===== src/rtl/uart_rx_pkg.sv =====
// -----------------------------------------------------------------------------
// uart_rx_pkg
//   Shared definitions for the UART receive front end.
//   - Default widths for the prescale/edge counter and the bit counter.
//   - Legal oversampling ratios (8, 16, 32).
//   - Counter state encoding.
//   - majority3: 2-of-3 vote used to turn three mid-bit samples into one bit.
// -----------------------------------------------------------------------------
package uart_rx_pkg;

  localparam int PRESC_W_DEF   = 6;  // holds P-1 for P up to 32
  localparam int BIT_CNT_W_DEF = 4;  // start + 8 data + parity + stop fits

  localparam int PRESC_8  = 8;
  localparam int PRESC_16 = 16;
  localparam int PRESC_32 = 32;

  // IDLE while the RX FSM holds enable low, COUNT while it is high.
  typedef enum logic {
    CNT_IDLE  = 1'b0,
    CNT_COUNT = 1'b1
  } cnt_state_e;

  function automatic logic majority3(input logic a, input logic b, input logic c);
    return (a & b) | (a & c) | (b & c);
  endfunction

endpackage


===== src/rtl/uart_rx_edge_bit_counter.sv =====
// -----------------------------------------------------------------------------
// uart_rx_edge_bit_counter
//   Oversampling edge counter and bit counter for the UART receiver, plus the
//   prescale latch. The oversampling ratio is captured when enable rises and
//   held for the whole frame; illegal ratios fall back to 8.
//
// Ports
//   CLK       in   oversampling clock
//   RST       in   asynchronous active-low reset
//   enable    in   counter enable from the RX FSM
//   Prescale  in   requested oversampling ratio (8, 16 or 32)
//   edge_cnt  out  edge index within the current bit, 0..P-1
//   bit_cnt   out  completed bits in the current frame, saturating
//   presc     out  latched oversampling ratio P used by the sampler
// -----------------------------------------------------------------------------
module uart_rx_edge_bit_counter
  import uart_rx_pkg::*;
#(
  parameter int PRESC_W   = PRESC_W_DEF,
  parameter int BIT_CNT_W = BIT_CNT_W_DEF
) (
  input  logic                 CLK,
  input  logic                 RST,
  input  logic                 enable,
  input  logic [PRESC_W-1:0]   Prescale,
  output logic [PRESC_W-1:0]   edge_cnt,
  output logic [BIT_CNT_W-1:0] bit_cnt,
  output logic [PRESC_W-1:0]   presc
);

  cnt_state_e           state_q, state_d;
  logic                 start;
  logic [PRESC_W-1:0]   presc_legal;
  logic [PRESC_W-1:0]   presc_eff;
  logic [PRESC_W-1:0]   presc_d;
  logic [PRESC_W-1:0]   edge_d;
  logic [BIT_CNT_W-1:0] bit_d;

  // Map the requested ratio onto a legal one.
  always_comb begin
    presc_legal = PRESC_W'(PRESC_8);
    if (Prescale == PRESC_W'(PRESC_16)) presc_legal = PRESC_W'(PRESC_16);
    if (Prescale == PRESC_W'(PRESC_32)) presc_legal = PRESC_W'(PRESC_32);
  end

  // The first enabled cycle counts with the freshly latched ratio, so the
  // wrap compare must see it before the latch register has updated.
  assign start     = (state_q == CNT_IDLE) && enable;
  assign presc_eff = start ? presc_legal : presc;
  assign presc_d   = presc_eff;

  // NOTE: every signal assigned in an always_comb gets a default at the top;
  // a path that leaves one unassigned would infer a latch.
  always_comb begin
    state_d = state_q;
    edge_d  = edge_cnt;
    bit_d   = bit_cnt;

    state_d = enable ? CNT_COUNT : CNT_IDLE;

    unique case (state_d)
      CNT_IDLE: begin
        edge_d = '0;
        bit_d  = '0;
      end
      CNT_COUNT: begin
        if (edge_cnt == presc_eff - PRESC_W'(1)) begin
          edge_d = '0;
          // Saturate so an over-long frame cannot alias back to a small count.
          if (bit_cnt != '1) bit_d = bit_cnt + BIT_CNT_W'(1);
        end else begin
          edge_d = edge_cnt + PRESC_W'(1);
        end
      end
      default: begin
        edge_d = '0;
        bit_d  = '0;
      end
    endcase
  end

  // NOTE: state registers use non-blocking assignments so every flop samples
  // the pre-edge values, independent of statement order.
  always_ff @(posedge CLK or negedge RST) begin
    if (!RST) begin
      state_q  <= CNT_IDLE;
      edge_cnt <= '0;
      bit_cnt  <= '0;
      presc    <= PRESC_W'(PRESC_8);
    end else begin
      state_q  <= state_d;
      edge_cnt <= edge_d;
      bit_cnt  <= bit_d;
      presc    <= presc_d;
    end
  end

endmodule


===== src/rtl/uart_rx_edge_sampler.sv =====
// -----------------------------------------------------------------------------
// uart_rx_edge_sampler
//   Timing and sampling front end of the UART receiver. Counts oversampling
//   edges and bits while enabled and majority-votes three mid-bit samples of
//   the serial line (edges M-2, M-1 and M, with M = P/2) into one bit.
//
//   Optional build macro RX_SYNC_EN: when defined, RX_IN passes through a
//   2-flop synchronizer (reset value 1) before sampling, adding 2 cycles of
//   pin-to-sampler latency. When undefined, RX_IN is assumed already
//   synchronized upstream and is sampled directly.
//
// Ports
//   CLK          in   oversampling clock
//   RST          in   asynchronous active-low reset
//   RX_IN        in   serial line, idle high
//   Prescale     in   oversampling ratio (8, 16, 32; others treated as 8)
//   enable       in   counter enable from the RX FSM
//   dat_samp_en  in   sampling enable from the RX FSM
//   edge_cnt     out  edge index within the current bit, 0..P-1
//   bit_cnt      out  completed bits in the current frame
//   sampled_bit  out  last majority-voted bit
//   sample_valid out  one-cycle strobe: sampled_bit just updated
// -----------------------------------------------------------------------------
module uart_rx_edge_sampler
  import uart_rx_pkg::*;
#(
  parameter int PRESC_W   = PRESC_W_DEF,
  parameter int BIT_CNT_W = BIT_CNT_W_DEF
) (
  input  logic                 CLK,
  input  logic                 RST,
  input  logic                 RX_IN,
  input  logic [PRESC_W-1:0]   Prescale,
  input  logic                 enable,
  input  logic                 dat_samp_en,
  output logic [PRESC_W-1:0]   edge_cnt,
  output logic [BIT_CNT_W-1:0] bit_cnt,
  output logic                 sampled_bit,
  output logic                 sample_valid
);

  logic [PRESC_W-1:0] presc;
  logic [PRESC_W-1:0] mid;
  logic               rx_line;
  logic               s0, s1;
  logic               at_s0, at_s1, at_vote;

  uart_rx_edge_bit_counter #(
    .PRESC_W   (PRESC_W),
    .BIT_CNT_W (BIT_CNT_W)
  ) u_counter (
    .CLK      (CLK),
    .RST      (RST),
    .enable   (enable),
    .Prescale (Prescale),
    .edge_cnt (edge_cnt),
    .bit_cnt  (bit_cnt),
    .presc    (presc)
  );

`ifdef RX_SYNC_EN
  logic rx_meta, rx_sync;

  // NOTE: synchronizer flops reset to the idle line level so leaving reset
  // never looks like a start-bit falling edge.
  always_ff @(posedge CLK or negedge RST) begin
    if (!RST) begin
      rx_meta <= 1'b1;
      rx_sync <= 1'b1;
    end else begin
      rx_meta <= RX_IN;
      rx_sync <= rx_meta;
    end
  end

  assign rx_line = rx_sync;
`else
  assign rx_line = RX_IN;
`endif

  assign mid = presc >> 1;

  // The vote only needs the edge index to read M; on the clock where enable
  // drops the counter still shows M, so a pending vote completes.
  assign at_s0   = dat_samp_en && enable && (edge_cnt == mid - PRESC_W'(2));
  assign at_s1   = dat_samp_en && enable && (edge_cnt == mid - PRESC_W'(1));
  assign at_vote = dat_samp_en && (edge_cnt == mid);

  // If dat_samp_en dropped across an earlier sample point, the vote uses the
  // stale s0/s1 from a previous bit; the RX FSM tolerates this.
  always_ff @(posedge CLK or negedge RST) begin
    if (!RST) begin
      s0           <= 1'b1;
      s1           <= 1'b1;
      sampled_bit  <= 1'b1;
      sample_valid <= 1'b0;
    end else begin
      if (at_s0) s0 <= rx_line;
      if (at_s1) s1 <= rx_line;
      if (at_vote) sampled_bit <= majority3(s0, s1, rx_line);
      sample_valid <= at_vote;
    end
  end

endmodule


===== config.mk =====
export PLATFORM = sky130hd
export DESIGN_NAME = uart_rx_edge_sampler
export DESIGN_NICKNAME = d
export VERILOG_FILES = /design/src/rtl/uart_rx_pkg.sv /design/src/rtl/uart_rx_edge_bit_counter.sv /design/src/rtl/uart_rx_edge_sampler.sv
export SDC_FILE = /design/constraint.sdc
export NUM_CORES = 1
export LEC_CHECK = 0
export CAP_MARGIN = 20
export CELL_PAD_IN_SITES_DETAIL_PLACEMENT = 0
export CELL_PAD_IN_SITES_GLOBAL_PLACEMENT = 1
export CORE_ASPECT_RATIO = 1.25
export CORE_MARGIN = 3
export CORE_UTILIZATION = 40
export DETAILED_ROUTE_END_ITERATION = 6
export PLACE_DENSITY_LB_ADDON = 0.1
export SYNTH_ARGS = -nofsm -noshare
export SYNTH_HDL_FRONTEND = slang
export SYNTH_SLANG_ARGS = --single-unit

===== constraint.sdc =====
create_clock -name CLK -period 3.25 [get_ports CLK]
set_clock_uncertainty 0.05 [all_clocks]
set_input_delay 0.975 -clock CLK [delete_from_list [all_inputs] [get_ports CLK]]
set_output_delay 0.975 -clock CLK [all_outputs]
set_load 0.03 [all_outputs]

* After elaboration in Yosys (flattened, before gate mapping)
Index checks and enable logic that the tools add are counted.
Word-level totals: register bits 21, output and inout bits 12, word-level logic and storage cells 44
Operators by class: $add $sub $neg 5, eq/ne operators 9, multiplexer cells 9, bitwise logic cells 7, reduce and logical (&&, ||, !) cells 6
Operators with widths (count):
- 6-bit == test | 3
- 6-bit two-way mux | 3
- 6-bit one-hot mux with 2 select lines | 1
- 4-bit two-way mux | 2
- 4-bit one-hot mux with 2 select lines | 1
- 6-bit by 1-bit adder with 6-bit output, second input constant | 1
- 6-bit by 5-bit == test with 1-bit output | 1
- 6-bit by 5-bit == test with 1-bit output, second input constant | 1
- 6-bit == test, second input constant | 1
- 5-bit by 1-bit subtractor with 6-bit output, second input constant | 1
- 5-bit by 2-bit subtractor with 6-bit output, second input constant | 1
- 6-bit by 1-bit subtractor with 6-bit output, second input constant | 1
- 1-bit logical AND | 5
- 5-bit two-way mux | 1
- 4-bit by 1-bit adder with 4-bit output, second input constant | 1
- 2-bit inequality test, second input constant | 2
- 4-bit inequality test, second input constant | 1
- 1-bit bitwise AND | 3
- 1-bit inverter | 2
- 1-bit OR | 2
- 2-bit AND reduction | 1
- 1-bit two-way mux | 1

* Logic depth before layout (Yosys ltp)
Gate-level depths: netlist of run 1.
depth after elaboration 8, mapped depth 9, mapped depth without buffers 8

* Cells and area by module
From an unflattened synthesis of run 1, not the netlist that was laid out.
Second synthesis, totals: cell total of the unflattened synthesis 158, area, all modules 1505.2 µm²
By module, submodules not included:
- uart_rx_edge_bit_counter | times used 1, cells an instance 109, area each 1057.3 µm²
- uart_rx_edge_sampler | times used 1, cells an instance 49, area each 447.9 µm²

* Worst setup path after synthesis of run 1
Ideal clock, no wire load.
kind input to register, from in Prescale[1], to reg u_counter.bit_cnt[2], library setup time 0.126 ns, data arrival time 3.216 ns, slack -0.142 ns, stages 6, cells stage by stage or4_4 or4_4 o21ai_4 xnor3_1 or4b_4 o311a_1
On the way: longest elaborated chain between the ends 8, elaborated cells on any way between the ends 9, classes of those cells 1 x add/sub; 4 x eq/ne; 3 x mux; 1 x reduce/logical
RTL lines:
- start: declaration | line uart_rx_edge_sampler.sv:33 | input logic [PRESC_W-1:0] Prescale,
- 6-bit by 5-bit == test with 1-bit output | line uart_rx_edge_bit_counter.sv:42 | if (Prescale == PRESC_W'(PRESC_16)) presc_legal = PRESC_W'(PRESC_16);
- 5-bit two-way mux | line uart_rx_edge_bit_counter.sv:42
- 6-bit two-way mux (*) | line uart_rx_edge_bit_counter.sv:43 | if (Prescale == PRESC_W'(PRESC_32)) presc_legal = PRESC_W'(PRESC_32);
- 6-bit two-way mux (*) | line uart_rx_edge_bit_counter.sv:49 | assign presc_eff = start ? presc_legal : presc;
- named net u_counter.presc_d[4] | line uart_rx_edge_bit_counter.sv:35 | logic [PRESC_W-1:0] presc_d;
- 6-bit by 1-bit subtractor with 6-bit output (*) | line uart_rx_edge_bit_counter.sv:67 | if (edge_cnt == presc_eff - PRESC_W'(1)) begin
- 6-bit == test (*) | line uart_rx_edge_bit_counter.sv:67
- 2-bit inequality test (no source line) (*)
- 2-bit AND reduction (no source line) (*)
- end signal: assignment | line uart_rx_edge_bit_counter.sv:93 | bit_cnt <= bit_d;
- end: declaration | line uart_rx_edge_bit_counter.sv:27 | output logic [BIT_CNT_W-1:0] bit_cnt,
Mark *: on every way through the listed nets, which the timed path passes. The rest lies on a longest branch. A chain may end at the register's enable or synchronous reset.

* Final worst setup path of run 1
from in Prescale[2], to reg u_counter.bit_cnt[2]
The elaborated chain is that of the path after synthesis.

==> results.yml, run 1 <==
floorplan:
  die_y_um: 74.0
  start_util_pct: 42.1
  core_um2: 3510
  ios: 23
  dieArea_um2: 4470
  fp.dieW_um: 60.4
  rows: 24
layout:
  drive_above_1_share_pct: 23.4
  finalNetCount: 219
  fillCellCount: 347
  synthToLayoutAreaGrowth_pct: 31.8
  finalNonFillerCells: 240
  n_antenna_cell: 0
routing:
  vias_per_cell: 5.25
  routed.top_layer: "met4"
  drtIter0Drc: 75
  wl_met1_um: 1580
  remaining_drc_errors: 0
  vias: 1261
  first_pass_iters: 4
  wl_per_cell_um: 14.9
  wl_met3_um: 80
  wl_met2_um: 1880
  totalWireLength_um: 3560
  ant_nets: 0
global_routing:
  grt_pass1_vias: 1296
  grt.overflow.total: 0
  grt_max_degree: 22
  grt_pass1_wl_um: 6060
  grt_antenna_before_repair: 0
  grtUsageTotal_pct: 17.8
critical_path:
  crit_required_ps: 3350
  rr_startpoint: "u_counter.state_q$_DFF_PN0_"
  rr_endpoint: "u_counter.bit_cnt[2]$_DFFE_PN0P_"
  reg2reg_slack_ps: 640
  worstSetupPathType: "in2reg"
  critPathCaptureType: "flip-flop"
  critPathLaunch: "Prescale[2]"
  startpoint_type: "primary input"
  crit_fanout: 2
  cp.arrival_ps: 3420
  reg2regPathDepth: 6
synthesis:
  dominantRegCellSynth: "dfrtp_1"
  ys_ff_latch: 21
  postSynthAreaPerCell_um2: 9.07
  yosys_warnings: 0
  synth_edf_count: 0
  syn_nets: 180
  seq_area_frac_synth_pct: 35.9
  synth_cell_type_count: 38
  async_flop_share_pct: 100
  netlist_instances: 163
  synth_area_um2: 1480
placement:
  port_buffers: 22
  routabilityCongestion: 0.833
  placedCellCount: 233
  hpwl_um: 2660
worst_hold_path:
  hold_class: "reg2reg"
  worstHoldStart: "u_counter.bit_cnt[1]$_DFFE_PN0P_"
  min_path_cells: 2
  min_to: "u_counter.bit_cnt[1]$_DFFE_PN0P_"
sta:
  worst_pin_slew_ps: 482
  fin_crit_ps: 3320
  max_freq_mhz: 301
  timing.final.crit_share_pct: 102
  finalWorstSetupSlack_ps: -74.0
  slew_headroom_pct: 67.4
  final-setup-viol-count: 7
  hold_violations: 0
  slew_viol_final: 0
  rsz0062_at_grt: "true"
power:
  swShare_pct: 27.1
  cellPowerDensity_nw_per_um2: 314
  clockPowerShare_pct: 27.6
  p_leak_uw: 0.000877
  power.net_switching_uw: 166
  seq_power_share_pct: 50.8
  p_int_uw: 447
  power_uw: 612
  peakVddDrop_mv: 0.255
  combinationalPowerShare_pct: 21.6
clock_tree:
  path_clk_slew_ps: 80
  clock_sinks: 21
  cts_max_level: 1
  ctsHoldBuffers: 0
  cts_tree: "built"
  cts_max_path_buffers: 2
  cts_buffers: 3
  cts-root-buf: "clkbuf_8"
  clk_latency_ps: 260
status:
  violations: "setup timing"
  status: "finished with violations"
flow_run:
  cap_violations: 0
## cell type report
cell class	count	area, µm²	area share, %
well taps	39	48.8	2.50
inverters	10	37.5	1.93
repair buffers	42	379	19.4
clock inverters	1	5.00	0.257
flip-flops and latches	21	531	27.2
multi-input cells	124	907	46.5
clock buffers	3	41.3	2.12
## flip-flops by register name, indices dropped and copies added, names as in the netlist
| name | cells |
|---|---|
| s0 | 1 |
| s1 | 1 |
| sample_valid | 1 |
| sampled_bit | 1 |
| u_counter.bit_cnt | 4 |
| u_counter.edge_cnt | 6 |
| u_counter.presc | 6 |
| u_counter.state_q | 1 |
## worst max path at each step
stage / slack [ps] / to / depth (start not counted)
after global placement: -490 / u_counter.bit_cnt[2]$_DFFE_PN0P_ / 7
after global routing: -90 / u_counter.bit_cnt[2]$_DFFE_PN0P_ / 7
after floorplan: -50 / u_counter.bit_cnt[2]$_DFFE_PN0P_ / 6
final: -70 / u_counter.bit_cnt[2]$_DFFE_PN0P_ / 7
after CTS: -40 / u_counter.bit_cnt[2]$_DFFE_PN0P_ / 8
after detailed placement: -580 / u_counter.bit_cnt[2]$_DFFE_PN0P_ / 7
## stage by stage
step                      TNS, ps  hold WS [ps]  instance area (µm²)  setup slack (ps)  utilization, %
after floorplan             -46.5           491                 1480             -46.5               -
after global placement      -3870           518                 1840              -490            52.4
after detailed placement    -4680           549                 1840              -577            52.4
after CTS                   -44.7           562                 1890             -44.7            53.8
after global routing         -326           583                 1950             -86.3            55.5
final                        -236           545                 1950             -74.0            55.5
## worst max-delay path, stage by stage
cell,delay [ps]
buf_6,90
or4_4,520
or4_4,440
o21ai_4,90
xnor3_1,370
or4b_4,580
o311a_1,360
## cell usage after synthesis (2+ instances only)
cell | count | area (µm²)
ha_1 | 6 | 75.1
nand4_1 | 2 | 12.5
and3_2 | 4 | 30.0
nor4_1 | 3 | 18.8
and3b_2 | 2 | 20.0
mux2i_1 | 4 | 40.0
nand2_1 | 19 | 71.3
xnor2_1 | 12 | 105
nor2_1 | 7 | 26.3
dfrtp_1 | 17 | 425
inv_1 | 10 | 37.5
xor2_1 | 7 | 61.3
nand4b_1 | 2 | 17.5
a21oi_1 | 7 | 35.0
nand3_1 | 6 | 30.0
nor3_1 | 4 | 20.0
dfstp_2 | 4 | 105
nand2b_1 | 7 | 43.8
mux2_2 | 3 | 33.8
o41ai_1 | 2 | 17.5
clkbuf_1 | 7 | 26.3
or4_4 | 2 | 22.5
nor2b_1 | 2 | 12.5
o21ai_0 | 10 | 50.1
## cells in the final DEF (no fill, tap or decap), types with 3 or more instances in the layout
master / count
buf_4: 19
nand2_1: 18
dfrtp_1: 17
clkdlybuf4s50_1: 16
xnor2_1: 12
inv_1: 10
o21ai_0: 10
a21oi_1: 7
nor2_1: 7
xor2_1: 7
nand3_1: 6
nand2b_1: 6
ha_1: 6
mux2i_1: 4
and3_4: 4
dfstp_2: 4
nor3_1: 3
nor4_1: 3
mux2_2: 3
clkbuf_8: 3
## routing by layer
metal / track usage (%) / vias up
met5: 0 / -
met4: 4.68 / 0
met3: 2.26 / 2
met2: 30.5 / 16
met1: 23.4 / 603
li1: - / 640
## kinds of logic after synthesis
logic type / Yosys count / share of synthesized area (%)
adders and majority gates: 7 / 5.75
muxes: 7 / 4.99
xor gates and xnor gates: 20 / 12.8
DFF: 21 / 35.9
and+or+nand+nor: 66 / 25.3
AOI/OAI and AO/OA: 24 / 10.5
buffers and inverters: 18 / 4.82
## power by group through the flow
| stage | registers (µW) | clock network (µW) | logic, µW |
|---|---|---|---|
| 6_report | 311 | 169 | 132 |
| 4_1_cts | 312 | 178 | 130 |
| 3_5_place_dp | 317 | 0 | 130 |
| 5_1_grt | 315 | 186 | 144 |
| 2_1_floorplan | 327 | 0 | 58.5 |
| 3_3_place_gp | 314 | 0 | 127 |
## what timing repair did
action | in CTS | in global routing
pin swaps | 4 | 6
buffers inserted | 1 | 2
endpoints found under the setup margin | 10 | 10
resized for setup | 11 | 11
Power figures use the tool's default switching activity.
==> inputs of run 2 (changes only) <==
Settings changed: ABC_CLOCK_PERIOD_IN_PS from default to 3250.
==> results of run 2 <==
The final DEF is identical to that of run 1; final timing and power are the same.
==> inputs of run 3 (changes only) <==
Settings changed: ABC_CLOCK_PERIOD_IN_PS 3250 to 2800, CORE_UTILIZATION 40 to 36.
Clock period 3.25 ns to 2.8 ns, I/O delays scaled along.
==> results.yml, run 3 (same netlist as run 1, synthesis figures left out) <==
global_routing:
  grt.overflow.total: 0
  grtUsageTotal_pct: 16.7
  grt_antenna_before_repair: 0
  grt_max_degree: 22
  grt_pass1_wl_um: 6600
  grt_pass1_vias: 1405
clock_tree:
  cts-root-buf: "clkbuf_8"
  cts_max_path_buffers: 2
  clock_sinks: 21
  cts_max_level: 1
  cts_tree: "built"
  ctsHoldBuffers: 0
  path_clk_slew_ps: 80
  cts_buffers: 3
  clk_latency_ps: 260
power:
  power_uw: 716
  clockPowerShare_pct: 28.5
  seq_power_share_pct: 50.6
  combinationalPowerShare_pct: 20.9
  swShare_pct: 28.2
  p_int_uw: 514
  p_leak_uw: 0.000857
  power.net_switching_uw: 202
  cellPowerDensity_nw_per_um2: 371
  peakVddDrop_mv: 0.155
placement:
  port_buffers: 22
  place_ws_ps: -844
  routabilityCongestion: 0.795
  hpwl_um: 2770
critical_path:
  crit_fanout: 5
  cp_slowest_stage_delay_ps: 540
  path_common_cell: "or4_4"
  worstSetupPathType: "in2reg"
  critPathCaptureType: "flip-flop"
  reg2regPathDepth: 7
  critPathLaunch: "Prescale[2]"
  path_cells: "buf_6 -> or4_4 -> or4_4 -> o21ai_4 -> xnor3_1 -> or4b_4 -> buf_4 -> and3b_2"
  reg2reg_slack_ps: 250
  cp_slowest_cell: "or4_4"
  crit_required_ps: 2910
  rr_endpoint: "u_counter.edge_cnt[5]$_DFF_PN0_"
  cp.arrival_ps: 3220
  startpoint_type: "primary input"
  rr_startpoint: "u_counter.presc[4]$_DFF_PN0_"
floorplan:
  start_util_pct: 38.1
  ios: 23
  core_um2: 3880
  die_y_um: 77.7
  fp.dieW_um: 63.3
  rows: 25
  dieArea_um2: 4920
sta:
  timing.final.crit_share_pct: 111
  max_freq_mhz: 322
  rsz0062_at_grt: "true"
  fin_crit_ps: 3110
  finalWorstSetupSlack_ps: -307
  slew_viol_final: 0
  final-setup-viol-count: 10
  worst_pin_slew_ps: 544
  hold_violations: 0
  worst_hold_slack_ps: 545
  tns_ps: -2460
  slew_headroom_pct: 63.7
layout:
  reg_top3: "u_counter.edge_cnt: 6 flops, u_counter.presc: 6 flops, u_counter.bit_cnt: 4 flops"
  mostFrequentLayoutCell: "nand2_1"
  final_core_util_pct: 49.7
  fillCellCount: 405
  multi_input_area_um2: 908
  layout.area.seq_um2: 531
  drive_above_1_share_pct: 22.3
  synthToLayoutAreaGrowth_pct: 30.3
  finalNetCount: 215
  n_antenna_cell: 0
  final_cell_mix: "nand2_1, dfrtp_1, clkdlybuf4s50_1, buf_4, xnor2_1"
status:
  violations: "setup timing"
  status: "finished with violations"
worst_hold_path:
  hold_class: "reg2reg"
  worstHoldStart: "u_counter.bit_cnt[1]$_DFFE_PN0P_"
  min_to: "u_counter.bit_cnt[1]$_DFFE_PN0P_"
  min_path_cells: 2
routing:
  totalWireLength_um: 3680
  wl_per_cell_um: 14.7
  vias_per_cell: 4.98
  vias: 1250
  ant_nets: 0
  drtIter0Drc: 64
  remaining_drc_errors: 0
  first_pass_iters: 4
flow_run:
  cap_violations: 0
run 3: cell types whose count changed in the layout (fill, tap and decap cells not counted), sizes merged:
cell and change:
buf -3, clkbuf -1
run 3: metrics by stage:
step                      instances  cell area (µm²)
after floorplan                 163             1480
after global placement          244             1830
after detailed placement        244             1830
after CTS                       251             1930
after global routing            251             1930
final                           251             1930
run 3: how the worst max path moves through the flow:
| stage | depth (start not counted) | slack, ps | endpoint |
|---|---|---|---|
| 5_1_grt | 8 | -370 | u_counter.edge_cnt[5]$_DFF_PN0_ |
| 3_5_place_dp | 7 | -840 | u_counter.bit_cnt[2]$_DFFE_PN0P_ |
| 4_1_cts | 7 | -300 | u_counter.bit_cnt[2]$_DFFE_PN0P_ |
| 3_3_place_gp | 7 | -820 | u_counter.bit_cnt[2]$_DFFE_PN0P_ |
| 2_1_floorplan | 6 | -360 | u_counter.bit_cnt[2]$_DFFE_PN0P_ |
| 6_report | 8 | -310 | u_counter.edge_cnt[5]$_DFF_PN0_ |
run 3: area by class of cell:
type                            count  share of cell area [%]
Clock buffer                        3                    2.14
Clock inverter                      1                   0.260
Inverter                           10                    1.95
Multi-Input combinational cell    124                    47.1
Sequential cell                    21                    27.5
Tap cell                           54                    3.51
Timing Repair Buffer               38                    17.5
run 3: critical path: cells and delay by family:
family / cells / cell delay (ps)
AND/OR/NAND/NOR: 4 / 1690
AO/OA/AOI/OAI: 1 / 80
buffers and inverters: 2 / 260
XOR/XNOR: 1 / 350
run 3: what timing repair did:
item	4_1_cts	5_1_grt
gates resized for setup	18	2
setup buffers	3	1
setup endpoints to repair	10	10
pin swaps	6	5
run 3: layer usage:
metal  vias up  part of all wire (%)  GRT usage (%)  routed length (µm)
met5         -                     0              0                   0
met4         0                  0.68           6.05                  25
met3         2                   1.2           2.17                  46
met2         8                    54           30.2                1990
met1       607                    44           19.8                1620
li1        633                     -              -                   -
run 3: power by group through the flow:
stage          Clock [µW]  Combinational [µW]  Sequential [µW]
2_1_floorplan           0                67.9              380
3_3_place_gp            0                 146              366
3_5_place_dp            0                 149              368
4_1_cts               215                 154              362
5_1_grt               232                 164              366
6_report              204                 150              362
==> edit, RTL diff (settings of run 2) <==
Build with the macro `RX_SYNC_EN` defined.
--- a/src/rtl/uart_rx_edge_sampler.sv
+++ b/src/rtl/uart_rx_edge_sampler.sv
@@ -21,6 +21,8 @@
 //   sampled_bit  out  last majority-voted bit
 //   sample_valid out  one-cycle strobe: sampled_bit just updated
 // -----------------------------------------------------------------------------
+`define RX_SYNC_EN
+
 module uart_rx_edge_sampler
   import uart_rx_pkg::*;
 #(
Behaviour: not the same (Yosys sat finds a counterexample within 10 cycles, from zero or initial values and one cycle with RST low).
==> edit against run 2 <==
Fmax grew 4.1%. Critical path type unchanged. Sequential cell count grew 2. Area after synthesis increased by 2.8%. First-iteration DRC count is 53% lower. Final area fell by 0.13%. Routed wire length is 2.3% lower. Die area is 2.5% higher. Total power increased by 6.5%. Setup slack improved by 0.13 ns. Non-clock buffer count fell by 6.
==> edit: results (changes against run 2) <==
===========================================================================================
Register area share after synthesis                                                   0.384   +0.0248
Critical Path AT                                                                    3.31 ns   -0.11 ns
Net count of the mapped netlist                                                         177   -1.7%
Slowest stage delay, CP                                                             0.54 ns   -0.04 ns
Share of cells above drive strength 1                                                 0.218   -0.0162
Most used standard cells in the synthesized netlist                            17 x dfrtp_1, 17 x nand2_1, 16 x xnor2_1, 12 x nor2_1, 9 x inv_1
DRT Wirelength                                                                      3480 um   -2.3%
Internal                                                                             472 uW   +5.8%
Worst rel slew slack                                                                  0.688   +0.0137
Placed cell count                                                                       226   -3.0%
Yosys synthesis warning count                                                             0   unchanged
Half-perimeter wire length after placement                                          2580 um   -2.8%
Total number of nets in the final design                                                211   -3.7%
Ranking of synthesized cells by area                                           dfrtp_1 28%, dfstp_2 10%, xnor2_1 9.2%
Slew Limit Fails                                                                          0   unchanged
Crit path max fanout                                                                      6   +4
Global placement routability congestion                                               0.792   -4.9%
Maximum resistive drop on vdd                                                    0.000268 V   +5.3%
Largest net degree at the start of global routing                                        24   +9.1%
Global routing usage summed across all routing layers                                 0.171   -0.00706
Result of the run                                                              complete, no violations
Cts bufs inserted                                                                         3   unchanged
Cell variety after synth                                                                 38   unchanged
Via count                                                                              1271   +0.79%
Via count normalized by instance count                                                 5.48   +4.3%
Filler Cells Inserted                                                                   335   -3.5%
Cells after Synth                                                                       160   -1.8%
Number of design-rule violations left by the first detailed-router iteration             35   -53%
===========================================================================================
-- edit: cell types whose count changed after synthesis, sizes merged, moves of 2 or more --
cell           run 2  this run
o21ai             11         5
nor2               7        12
xnor2             12        16
xor2               7         3
and3               5         8
a21oi              7         5
dfstp              4         6
nand2             19        17
nand2b             7         5
nand3              6         4
-- edit: worst paths after layout --
kind	startpoint	endpoint	slack, ns	cells past startpoint
min	rx_meta$_DFF_PN1_	rx_line$_DFF_PN1_	0.31	0
max reg2reg	u_counter.presc[3]$_DFF_PN1_	s1$_DFFE_PN1P_	0.74	8
min in group asynchronous	RST	u_counter.presc[2]$_DFF_PN0_	1.00	2
min reg2reg	rx_meta$_DFF_PN1_	rx_line$_DFF_PN1_	0.31	0
max	Prescale[1]	u_counter.edge_cnt[0]$_DFF_PN0_	0.06	6
max in group asynchronous	RST	rx_line$_DFF_PN1_	1.86	2
-- edit: cell families after synthesis --
family / Yosys count / synth area share
and+or+nand+nor: 67 / 0.249
DFF: 23 / 0.384
xor gates and xnor gates: 20 / 0.124
AOI/OAI and AO/OA: 19 / 0.0930
buffers and inverters: 16 / 0.0395
muxes: 8 / 0.0551
adders and majority gates: 7 / 0.0560
-- edit: per-layer routing --
| metal | vias up | GRT usage | share of wire |
|---|---|---|---|
| met4 | 0 | 0.0458 | 0.0080 |
| met3 | 4 | 0.0429 | 0.046 |
| met2 | 30 | 0.293 | 0.51 |
| met1 | 609 | 0.210 | 0.44 |
| met5 | - | 0 | 0 |
| li1 | 628 | - | - |
-- edit: area by class of cell --
| cell class | instances | share of cell area |
|---|---|---|
| multi-input combinational | 121 | 0.467 |
| sequential | 23 | 0.299 |
| timing repair buffer | 36 | 0.166 |
| tap | 39 | 0.0251 |
| clock buffer | 3 | 0.0212 |
| inverter | 9 | 0.0174 |
| clock inverter | 1 | 0.00386 |
-- edit: power by group through the flow --
| stage | clock network, mW | logic, mW | registers (mW) |
|---|---|---|---|
| floorplan | 0 | 0.0606 | 0.355 |
| global placement | 0 | 0.125 | 0.342 |
| detailed placement | 0 | 0.127 | 0.344 |
| CTS | 0.194 | 0.131 | 0.338 |
| global route | 0.204 | 0.140 | 0.341 |
| finish | 0.185 | 0.129 | 0.338 |
-- edit: per-stage QoR --
step / TNS (ns) / util / cell area (um2) / setup WS, ns
floorplan: 0 / - / 1520 / 0.0906
global placement: -3.23 / 0.519 / 1850 / -0.392
detailed placement: -3.49 / 0.519 / 1850 / -0.428
CTS: 0 / 0.540 / 1930 / 0.0314
global route: 0 / 0.545 / 1950 / 0.00351
finish: 0 / 0.545 / 1950 / 0.0569
-- edit: timing repair --
item                       CTS  global route
setup endpoints to repair    7             9
gates resized for setup      9             3
pin swaps                    7             3
buffers inserted             1             1
cloned                       0             0
